`config.mk`:
```
export PLATFORM = sky130hd
export DESIGN_NAME = multicycle_ctrl
export DESIGN_NICKNAME = d
export VERILOG_FILES = /design/src/rtl/multicycle_ctrl.sv
export SDC_FILE = /design/constraint.sdc
export NUM_CORES = 1
export LEC_CHECK = 0
export CORE_ASPECT_RATIO = 0.8
export CORE_UTILIZATION = 45
export CTS_CLUSTER_SIZE = 12
export DETAILED_ROUTE_END_ITERATION = 6
export PLACE_DENSITY = 0.88
export SLEW_MARGIN = 10
export SYNTH_ARGS = -nofsm -noshare
export SYNTH_HDL_FRONTEND = slang
export SYNTH_SLANG_ARGS = --single-unit
```
`constraint.sdc`:
```
create_clock -name CLK -period 2.76 [get_ports CLK]
set_clock_uncertainty 0.1 [all_clocks]
set_input_delay 0.552 -clock CLK [delete_from_list [all_inputs] [get_ports CLK]]
set_output_delay 0.552 -clock CLK [all_outputs]
set_load 0.01 [all_outputs]
```
`src/rtl/multicycle_ctrl.sv`:
```
// Multicycle CPU control unit: sequences fetch/decode/execute/memory/writeback
// and drives the datapath load enables, memory strobes and a retired-instruction count.
module multicycle_ctrl #(
    parameter int CNT_WIDTH = 16
) (
    input  logic                 CLK,
    input  logic                 RST_N,
    input  logic                 START,
    input  logic [3:0]           OPCODE,
    input  logic                 TAKEN,
    input  logic                 MEM_RDY,
    output logic                 IR_EN,
    output logic                 PC_EN,
    output logic                 AB_EN,
    output logic                 ALU_EN,
    output logic                 MDR_EN,
    output logic                 RF_WE,
    output logic                 MEM_RD,
    output logic                 MEM_WR,
    output logic                 PC_SEL,
    output logic                 WB_SEL,
    output logic [2:0]           STATE,
    output logic                 BUSY,
    output logic [CNT_WIDTH-1:0] INSTR_CNT
);

    typedef enum logic [2:0] {
        S_IDLE   = 3'd0,
        S_FETCH  = 3'd1,
        S_DECODE = 3'd2,
        S_EXEC   = 3'd3,
        S_MEM    = 3'd4,
        S_WB     = 3'd5,
        S_HALT   = 3'd6,
        S_BAD    = 3'd7
    } state_t;

    state_t               state_q;
    state_t               state_d;
    logic                 retire;
    logic [CNT_WIDTH-1:0] cnt_q;

    logic is_alu;
    logic is_load;
    logic is_store;
    logic is_branch;
    logic is_halt;
    logic needs_exec;

    assign is_alu     = ~OPCODE[3];
    assign is_load    = (OPCODE == 4'h8);
    assign is_store   = (OPCODE == 4'h9);
    assign is_branch  = (OPCODE == 4'hA);
    assign is_halt    = (OPCODE == 4'hF);
    assign needs_exec = is_alu | is_load | is_store | is_branch;

    always_ff @(posedge CLK or negedge RST_N) begin
        if (!RST_N) begin
            state_q <= S_IDLE;
        end else begin
            state_q <= state_d;
        end
    end

    // Memory handshake: MEM_RD/MEM_WR act as a valid held high for every cycle of
    // the request; the transfer completes in the cycle MEM_RDY (ready) is also high,
    // and only that cycle may load IR/MDR or advance the state.
    always_comb begin
        state_d = state_q;
        retire  = 1'b0;
        IR_EN   = 1'b0;
        PC_EN   = 1'b0;
        AB_EN   = 1'b0;
        ALU_EN  = 1'b0;
        MDR_EN  = 1'b0;
        RF_WE   = 1'b0;
        MEM_RD  = 1'b0;
        MEM_WR  = 1'b0;
        PC_SEL  = 1'b0;
        WB_SEL  = 1'b0;
        case (state_q)
            S_IDLE: begin
                if (START) begin
                    state_d = S_FETCH;
                end
            end
            S_FETCH: begin
                MEM_RD = 1'b1;
                if (MEM_RDY) begin
                    IR_EN   = 1'b1;
                    PC_EN   = 1'b1;
                    state_d = S_DECODE;
                end
            end
            S_DECODE: begin
                AB_EN = 1'b1;
                if (needs_exec) begin
                    state_d = S_EXEC;
                end else if (is_halt) begin
                    state_d = S_HALT;
                    retire  = 1'b1;
                end else begin
                    state_d = S_FETCH;
                    retire  = 1'b1;
                end
            end
            S_EXEC: begin
                ALU_EN = 1'b1;
                if (is_alu) begin
                    state_d = S_WB;
                end else if (is_load || is_store) begin
                    state_d = S_MEM;
                end else if (is_branch) begin
                    PC_EN   = TAKEN;
                    PC_SEL  = 1'b1;
                    state_d = S_FETCH;
                    retire  = 1'b1;
                end else begin
                    // IR changed under us; refetch without counting anything
                    state_d = S_FETCH;
                end
            end
            S_MEM: begin
                if (is_load) begin
                    MEM_RD = 1'b1;
                    if (MEM_RDY) begin
                        MDR_EN  = 1'b1;
                        state_d = S_WB;
                    end
                end else if (is_store) begin
                    MEM_WR = 1'b1;
                    if (MEM_RDY) begin
                        state_d = S_FETCH;
                        retire  = 1'b1;
                    end
                end else begin
                    state_d = S_FETCH;
                end
            end
            S_WB: begin
                RF_WE   = 1'b1;
                WB_SEL  = is_load;
                state_d = S_FETCH;
                retire  = 1'b1;
            end
            S_HALT: begin
                state_d = S_HALT;
            end
            S_BAD: begin
                state_d = S_IDLE;
            end
            default: begin
                state_d = S_IDLE;
            end
        endcase
    end

    always_ff @(posedge CLK or negedge RST_N) begin
        if (!RST_N) begin
            cnt_q <= '0;
        end else if (retire) begin
            cnt_q <= cnt_q + {{(CNT_WIDTH-1){1'b0}}, 1'b1};
        end
    end

    assign STATE     = state_q;
    assign BUSY      = (state_q == S_FETCH) || (state_q == S_DECODE) || (state_q == S_EXEC) ||
                       (state_q == S_MEM) || (state_q == S_WB);
    assign INSTR_CNT = cnt_q;

endmodule

```
==> parameters.txt <==
Parameter                              Value

Clock network
  Clock tree from TritonCTS    built
  H-tree level count    1
  Clock latency reported for the late side of the worst-skew pair    300 ps
  Sink count of the clock tree    19
  # resized after CTS    7
  Clock Pin Slew Worst Setup and Hold Paths    100 ps
  Maximum count of clock buffers along a single path    2
  Library cell used as clock root buffer    sky130_fd_sc_hd__clkbuf_4
  Total clock buffers created by CTS    3
  Hold-fix buffer count after cts    0
  Total setup buffers inserted after CTS    0

Setup path
  Worst-path cell chain    clkdlybuf4s50_1 -> or3b_4 -> nor2_1 -> a21o_1 -> dlygate4sd2_1
  Longest individual stage delay on the worst path    510 ps
  First element of the critical path    OPCODE[1]
  Cell family with most CP delay    buffers and inverters
  Cell with the largest stage delay on the worst path    sky130_fd_sc_hd__clkdlybuf4s50_1
  Buf+Inv Stages, Crit Path    2
  FF-to-FF Start    STATE[1]
  Reg2reg end    INSTR_CNT[1]
  Type of origin of the critical path    primary input
  Critical path arrival    1990 ps
  Worst setup EP type    output port
  Worst-case register-to-register setup slack    780 ps
  Worst endpoint required time    2110 ps
  Depth of the worst register-to-register path    5
  Max Fanout on Critical Path    3
  Critical path class    primary input to output port

Detailed routing
  DRC viols    0
  Wire length after detailed routing    3000 microns
  Routed via count    1089
  Detailed-routing iteration count for the pre-antenna-repair pass    4
  Post-route antenna net violation count    0
  Number of violations reported at the end of detailed-routing iteration 0    34
  Via density per instance    5.34
  Routed length per placed instance    14.7 microns

Die
  Die extent in x    58.8 microns
  Die outline height    47.4 microns
  Area of the die    2790 sq um
  Row count    16
  Core Box Area    2440 sq um
  Starting Density    0.475
  Total I/O pin count    39

Cells and area
  Antenna fix cells    0
  Layout cell share with drive strength beyond 1    0.149
  Area delta synth->final    46.1%
  Number of nets in the final layout    179
  Final std cell area, no fill    1700 sq um

Power and ir drop
  Cell Pwr Density    661 nW/um^2
  Pint    695 uW
  Worst voltage drop across the vdd grid    0.492 mV
  Psw    427 uW
  Relative contribution of the clock network to total power    0.126
  Sequential cell fraction of total power    0.357
  Switching part of the total    0.381
  Design Power    1.12 mW
  Leakage Power    0.700 nW
  Logic pwr share    0.518

Min path
  Number of cells traversed by the worst hold path    1
  Min-Delay Path Class    register to register
  Startpoint of the lowest-slack hold path    INSTR_CNT[15]
  Worst min-delay path endpoint    INSTR_CNT[15]

Global route
  Global-route wire length before repair    4850 microns
  Total gr overflow    0
  Total routing resource utilization after global routing    0.238
  Initial antenna violation count    0
  Pin count of the biggest net entering global routing    20
  Via count of the first global-routing pass    1018

Yosys
  Post-synth top flop    sky130_fd_sc_hd__dfrtp_1
  Post-synthesis instance total    118
  Count of unique library cells instantiated by Yosys    42
  Asr flop ratio synth    1.00
  Total of warnings raised by yosys    0
  Average footprint of a synthesized cell    9.84 sq um
  Number of enable-type register cells in the synthesized netlist    0
  Post-synthesis sequential element count    19
  Post-synth design cell area    1160 sq um
  Post-Syn Nets    128
  Sequential fraction of the synthesis area    0.409

Timing
  Final-report setup violation count    0
  Period minus WS final    2640 ps
  Maximum clock frequency    379 MHz
  Transition time at the pin with the least slew margin    812 ps
  Setup repair after global routing missed its margin    no
  Hold violation total from the final report    0
  Hold WS    379 ps
  Period utilisation layout    0.956
  Final max-slew violation count    0
  Worst rel slew slack    0.457

Placed design
  Count of buffers from port buffering    38
  Placed standard-cell area    1670 sq um
  Final estimated routing congestion in global placement    0.793
  Detail Placement HPWL    2300 microns

Job
  Max Cap Violations    0

Status
  Result of the run    completed
[worst max-delay path by stage]
stage,cells after the start,slack [ps],to
after floorplan,4,470,MDR_EN
after global placement,5,-150,MDR_EN
after detailed placement,5,-280,MDR_EN
after CTS,5,110,MDR_EN
after global routing,5,60,PC_EN
final,5,120,PC_EN
[cell families after synthesis]
kind of cell / count (synthesis) / share of synthesized area
simple gates: 42 / 0.220
mux: 1 / 0.00970
xor+xnor: 16 / 0.121
flops: 19 / 0.409
compound gates: 30 / 0.192
fa+ha+maj: 1 / 0.0108
buf+inv: 9 / 0.0377
[per-layer routing]
layer | share of wire | GRT usage | wire length (microns)
met5 | 0 | 0 | 0
met4 | 0.0080 | 0.0810 | 24
met3 | 0.028 | 0.0486 | 83
met2 | 0.47 | 0.373 | 1400
met1 | 0.50 | 0.337 | 1490
[synthesized netlist by cell type (all sizes together), types with 2 or more instances]
cell | count | area share
dfrtp | 19 | 0.41
xnor2 | 15 | 0.11
o21ai | 7 | 0.030
nand2 | 6 | 0.019
nor2 | 6 | 0.019
o211ai | 6 | 0.039
clkbuf | 5 | 0.016
nor3b | 5 | 0.032
nand2b | 4 | 0.022
a21oi | 3 | 0.013
and3 | 3 | 0.016
buf | 3 | 0.018
nand4 | 3 | 0.016
nor3 | 3 | 0.013
o2111ai | 3 | 0.023
a211oi | 2 | 0.024
and3b | 2 | 0.015
and4 | 2 | 0.015
or3b | 2 | 0.017
[flip-flops by register name, indices dropped and copies added, names as in the netlist]
name,count
INSTR_CNT,16
STATE,3
[placed cells by master, fill, tap and decap left out, types with 4 or more instances in the layout]
| master | instances |
|---|---|
| sky130_fd_sc_hd__o211ai_1 | 6 |
| sky130_fd_sc_hd__dfrtp_1 | 19 |
| sky130_fd_sc_hd__buf_4 | 16 |
| sky130_fd_sc_hd__nor2_1 | 6 |
| sky130_fd_sc_hd__nand2_1 | 6 |
| sky130_fd_sc_hd__o21ai_1 | 5 |
| sky130_fd_sc_hd__nand2b_1 | 4 |
| sky130_fd_sc_hd__dlygate4sd2_1 | 6 |
| sky130_fd_sc_hd__xnor2_1 | 15 |
| sky130_fd_sc_hd__nor3b_1 | 4 |
| sky130_fd_sc_hd__clkdlybuf4s50_1 | 32 |
[power by group through the flow]
stage	Sequential, mW	Combinational, mW	Clock (mW)
finish	0.400	0.580	0.141
global route	0.411	0.632	0.161
floorplan	0.410	0.277	0
CTS	0.399	0.583	0.146
detailed placement	0.404	0.593	0
global placement	0.398	0.571	0
[stage by stage]
| step | std cells | utilization | TNS, ps | setup slack (ps) |
|---|---|---|---|---|
| 2_1_floorplan | 118 | - | 0 | 473 |
| 6_report | 204 | 0.695 | 0 | 122 |
| 5_1_grt | 204 | 0.695 | 0 | 55.7 |
| 3_3_place_gp | 200 | 0.682 | -451 | -150 |
| 4_1_cts | 204 | 0.692 | 0 | 109 |
| 3_5_place_dp | 200 | 0.682 | -788 | -275 |
[area by class of cell]
type / instances / area, sq um
clock buffer: 4 / 26.3
fill: 204 / 746
inverter: 1 / 3.75
multi-input combinational: 90 / 653
sequential: 19 / 475
tap: 36 / 45.0
timing repair buffer: 54 / 493
No activity file was read; power rests on OpenSTA's default activity.
